## src/rtl/fifo_ctrl4x64.sv

```systemverilog
// Pointer and flag controller for a 4-entry x 64-bit register-file FIFO buffer.
// Wrap-bit pointers give full/empty/count directly; the buffer itself lives beside this block.
module fifo_ctrl4x64 #(
  parameter int WIDTH       = 64,
  parameter int AW          = 2,
  parameter int AFULL_LEVEL = 3
) (
  input  logic             clk,
  input  logic             rst,
  input  logic             push,
  input  logic [WIDTH-1:0] push_data,
  input  logic             pop,
  output logic [WIDTH-1:0] pop_data,
  output logic             full,
  output logic             empty,
  output logic             almost_full,
  output logic [AW:0]      count,
  output logic             overflow,
  output logic             underflow,
  output logic [AW-1:0]    buf_w_addr,
  output logic [WIDTH-1:0] buf_w_data,
  output logic             buf_w_enable,
  output logic [AW-1:0]    buf_r_addr,
  input  logic [WIDTH-1:0] buf_r_data
);

  localparam logic [AW:0] AFULL_CNT = (AW+1)'(AFULL_LEVEL);
  localparam logic [AW:0] PTR_ONE   = (AW+1)'(1);

  logic [AW:0] wr_ptr;
  logic [AW:0] rd_ptr;
  logic        push_accept;
  logic        pop_accept;

  always_comb begin
    empty       = (wr_ptr == rd_ptr);
    full        = (wr_ptr[AW-1:0] == rd_ptr[AW-1:0]) && (wr_ptr[AW] != rd_ptr[AW]);
    count       = wr_ptr - rd_ptr;
    almost_full = (count >= AFULL_CNT);
  end

  // Reset dominates, so neither request may strobe the buffer while rst is high.
  always_comb begin
    pop_accept  = pop & ~empty & ~rst;
    push_accept = push & (~full | pop_accept) & ~rst;
  end

  assign buf_w_addr   = wr_ptr[AW-1:0];
  assign buf_w_data   = push_data;
  assign buf_w_enable = push_accept;
  assign buf_r_addr   = rd_ptr[AW-1:0];
  assign pop_data     = buf_r_data;

  always_ff @(posedge clk) begin
    if (rst) begin
      wr_ptr <= '0;
      rd_ptr <= '0;
    end else begin
      if (push_accept) wr_ptr <= wr_ptr + PTR_ONE;
      if (pop_accept)  rd_ptr <= rd_ptr + PTR_ONE;
    end
  end

  // Sticky error flags; only rst clears them.
  always_ff @(posedge clk) begin
    if (rst) begin
      overflow  <= 1'b0;
      underflow <= 1'b0;
    end else begin
      if (push & full & ~pop_accept) overflow  <= 1'b1;
      if (pop & empty)               underflow <= 1'b1;
    end
  end

endmodule

```

## config.mk

```make
export PLATFORM = sky130hd
export DESIGN_NAME = fifo_ctrl4x64
export DESIGN_NICKNAME = d
export VERILOG_FILES = /design/src/rtl/fifo_ctrl4x64.sv
export SDC_FILE = /design/constraint.sdc
export NUM_CORES = 1
export LEC_CHECK = 0
export CAP_MARGIN = 20
export CORE_AREA = 2 2 105 107
export DETAILED_ROUTE_END_ITERATION = 12
export DIE_AREA = 0 0 107 109
export GPL_TIMING_DRIVEN = 1
export PLACE_DENSITY_LB_ADDON = 0.08
export SETUP_SLACK_MARGIN = 0.05
export SYNTH_ARGS = -nofsm -noshare
export SYNTH_HDL_FRONTEND = slang
export SYNTH_SLANG_ARGS = --single-unit
export TNS_END_PERCENT = 5
```

## constraint.sdc

```tcl
create_clock -name clk -period 3.4 [get_ports clk]
set_input_delay 0.51 -clock clk [delete_from_list [all_inputs] [get_ports clk]]
set_output_delay 0.51 -clock clk [all_outputs]
set_load 0.03 [all_outputs]
```

# ---- Word level (Yosys, flattened, before mapping)
# Cells that the tools add are included.
dict set report word_totals {
  ff_bits 8
  out_inout_bits 141
}
dict set report classes {
  add_sub_neg 3
  order_cmp 1
  n_eq_ne 3
  bitwise_logic 12
  reduce_logical 1
}
# cell n
set op_table {}
lappend op_table {{$and A1 B1 Y1} 7}
lappend op_table {{$add A3 B1 Y3 const B} 2}
lappend op_table {{$not A1 Y1} 4}
lappend op_table {{$eq A3 B3 Y1} 1}
lappend op_table {{$ge A3 B2 Y1 const B} 1}
lappend op_table {{$sub A3 B3 Y3} 1}
lappend op_table {{$eq A2 B2 Y1} 1}
lappend op_table {{$logic_and A1 B1 Y1} 1}
lappend op_table {{$ne A1 B1 Y1} 1}
lappend op_table {{$or A1 B1 Y1} 1}

# ---- Logic depth before layout (Yosys ltp)
dict set report logic_depth {
  depth_word 7
  depth_mapped 6
  ltp_nobuf 6
}

# ---- Worst setup path before layout
# OpenSTA, ideal clock, no wires.
dict set report synth_path {
  kind {reg-to-output}
  startpoint {reg wr_ptr[0]}
  endpoint {out almost_full}
  arrival_time_ns 1.819
  slack_ns 1.071
  path_stages_with_launch 7
  n_path_buf 0
  cell_sequence {dfxtp_1 -> inv_1 -> ha_1 -> inv_1 -> fa_1 -> xnor2_1 -> a21o_1}
}
dict set report synth_via {
  elab_chain_len 2
}
# item line
set synth_rtl {}
lappend synth_rtl {{start, declared} 30} ;# logic [AW:0] wr_ptr;
lappend synth_rtl {{start signal, assigned} 59} ;# if (push_accept) wr_ptr <= wr_ptr + PTR_ONE;
lappend synth_rtl {{$sub A3 B3 Y3} 38} ;# count = wr_ptr - rd_ptr;
lappend synth_rtl {{via count[2]} 17} ;# output logic [AW:0] count,
lappend synth_rtl {{$ge A3 B2 Y1} 39} ;# almost_full = (count >= AFULL_CNT);
lappend synth_rtl {{end, declared} 16} ;# output logic almost_full,
# The timed path passes the listed nets, and every way through them passes these cells.

# ---- Worst setup path after layout
dict set report layout_path {
  startpoint {reg wr_ptr[0]}
  endpoint {out buf_w_enable}
}
dict set report layout_via {
  elab_chain_len 7
  elab_cells_between_ends 10
  cone_classes {2 x eq/ne; 7 x bitwise; 1 x reduce/logical}
}
# item line
set layout_rtl {}
lappend layout_rtl {{$eq A3 B3 Y1} 36} ;# empty = (wr_ptr == rd_ptr);
lappend layout_rtl {{$not A1 Y1} 44} ;# pop_accept = pop & ~empty & ~rst;
lappend layout_rtl {{$and A1 B1 Y1 (2 in a row)} 44}
lappend layout_rtl {{$or A1 B1 Y1 *} 45} ;# push_accept = push & (~full | pop_accept) & ~rst;
lappend layout_rtl {{$and A1 B1 Y1 * (2 in a row)} 45}
lappend layout_rtl {{end, declared} 22} ;# output logic buf_w_enable,
# Every way passes the cells marked *; elsewhere a longest branch is shown, timed or not.

==> impl_metrics.tcl <==
set metrics [dict create \
    status "completed" \
    coreArea_um2 10600 \
    crit_type "register to primary output" \
    grt_pass1_wl_um 3822 \
    mostFrequentLayoutCells "clkdlybuf4s50_1, inv_1, dfxtp_1" \
    fin_crit_ns 2.904 \
    nets 215 \
    hold_path.class "register to register" \
    fin_ws_ns 0.4964 \
    fp-row-count 38 \
    grt_usage_pct 4.572 \
    hpwl_um 2328 \
    synth_top_family_by_area "buffers and inverters" \
    holdWs_ns 0.4760 \
    critPathCaptureType "primary output" \
    wl_um 2809 \
    antenna_cells 0 \
    hold_viol 0 \
    clkSinkCount 8 \
    synth_area_um2 1501 \
    cts_tree "done" \
    reg2reg_slack_ns 1.65 \
    setup_tns_ns 0 \
    synth-seq-cells 8 \
    synth-edff-count 0 \
    clk_path_buf_depth 2 \
    mostFrequentLayoutCell "clkdlybuf4s50_1" \
    critPathArrivalTime_ns 2.39 \
    die_width_um 107 \
    synthCells 189 \
    gp_congestion 0.6260 \
    ant_nets 0 \
    cts_root_buf "clkbuf_8" \
    overflow 0 \
    ys_async_sr_fraction_pct 0 \
    grt_max_degree 11 \
    io_pins 273 \
    avgSynthCellArea_um2 7.944 \
    dr.first_iter.drc_count 31 \
    postCtsSetupBuffers 0 \
    max_freq_ghz 0.3444 \
    ys.flop_type "dfxtp_1" \
    grt_pass1_vias 652 \
    synth-xor-area-share_pct 1.667 \
    rsz0062_at_grt "no" \
    leakage_uw 0.0003192 \
    syn-num-nets 326 \
    dr.pass1.iters 3 \
    die_area_um2 11660 \
    numCtsBuffers 3 \
    initial_core_util_pct 14.16 \
    synth-simple-area-share_pct 6.000 \
    yosys_warnings 0 \
    drv_slew 0 \
    power_uw 456.5 \
    areaGrowthSynthToFinish_pct -40.67 \
    maxCapViolCount 0 \
    io_buffers 16 \
    drc_errors 0 \
    required_ns 2.89 \
    yosysUniqueCellTypes 28 \
    path_clk_slew_ns 0.05 \
    wl_per_cell_um 13.00 \
    skew_ns 0.001711 \
    hold_buffers 0 \
    post_cts_resized 0 \
    clk_latency_ns 0.23 \
    fin_crit_sh_pct 85.40 \
    vias_per_cell 2.694 \
    crit_fanout 5 \
    antenna_found_initial 0 \
    htreeDepth 1 \
    drive_above_1_share_pct 10.53 \
    vias 582 \
    synth.area.mux_share_pct 3.167 \
    slew_headroom_pct 66.73 \
    vdd_drop_max_uv 140.7 \
    powerDensity_nw_per_um2 512.5 \
    start_kind "register" \
    synth_compound_area_share_pct 5.583 \
    synth_fa_ha_area_share_pct 4.667 \
    seq_area_frac_synth_pct 10.67 \
    tightest_slew_ns 0.4986 \
    die_h_um 109 \
    final_util_pct 8.402 \
    place_ws_ns 0.4906 \
    setup_viol 0 \
]
-- synthesized netlist by cell type, types with 2 or more instances --
cell type	instances	share of area [%]
and2_1	3	1.3
buf_4	132	66
dfxtp_1	8	11
ha_1	4	3.3
inv_1	8	2.0
nand2_1	5	1.3
nor2_1	6	1.5
nor2b_1	2	0.83
o21a_1	2	1.0
-- sequential cells by signal, summed over array words and instances (netlist names) --
register,count
rd_ptr,3
wr_ptr,3
overflow,1
underflow,1
-- layer usage --
| metal | track usage, % | share of wire (%) | vias up |
|---|---|---|---|
| li1 | - | - | 231 |
| met1 | 3.370 | 27 | 244 |
| met2 | 7.416 | 50 | 62 |
| met3 | 1.793 | 12 | 45 |
| met4 | 7.143 | 12 | 0 |
| met5 | 0 | 0 | - |
-- kinds of logic after synthesis --
kind of cell / count (synthesis)
xor gates and xnor gates: 2
adders and majority gates: 5
buffers and inverters: 141
muxes: 4
and+or+nand+nor: 19
DFF: 8
AOI/OAI and AO/OA: 10
-- critical path, stage by stage, from the launching register on --
cell and delay [ns]:
dfxtp_1 0.37, inv_1 0.08, ha_1 0.33, and2_1 0.22, a31oi_2 0.30, and2_1 0.18
clkdlybuf4s50_1 0.67
-- report_power, final --
group          internal (uW)  leakage, uW  switching [uW]
Combinational           89.8     0.000232             134
Clock                   77.2    0.0000216            42.0
Sequential               104    0.0000653            10.1
Total                    271     0.000319             186
-- final timing paths --
check                                             from                endpoint  cells past startpoint
worst max-delay path            wr_ptr[0]$_SDFFE_PP0P_            buf_w_enable                      6
worst min-delay path            underflow$_SDFFE_PP0P_  underflow$_SDFFE_PP0P_                      1
worst max register to register  wr_ptr[0]$_SDFFE_PP0P_  wr_ptr[0]$_SDFFE_PP0P_                      5
worst min register to register  underflow$_SDFFE_PP0P_  underflow$_SDFFE_PP0P_                      1
-- through the flow --
stage	instance area, um2	instances
global route	890.9	216
CTS	890.9	216
global placement	849.6	213
detailed placement	849.6	213
finish	890.9	216
floorplan	1501	189
-- area by class of cell --
cell class | count | area [um2]
Inverter | 8 | 30.03
Multi-Input combinational cell | 40 | 316.6
Clock buffer | 3 | 41.29
Sequential cell | 8 | 160.2
Fill cell | 1220 | 9712
Tap cell | 140 | 175.2
Timing Repair Buffer | 17 | 167.7
No activity file was read; power rests on OpenSTA's default activity.
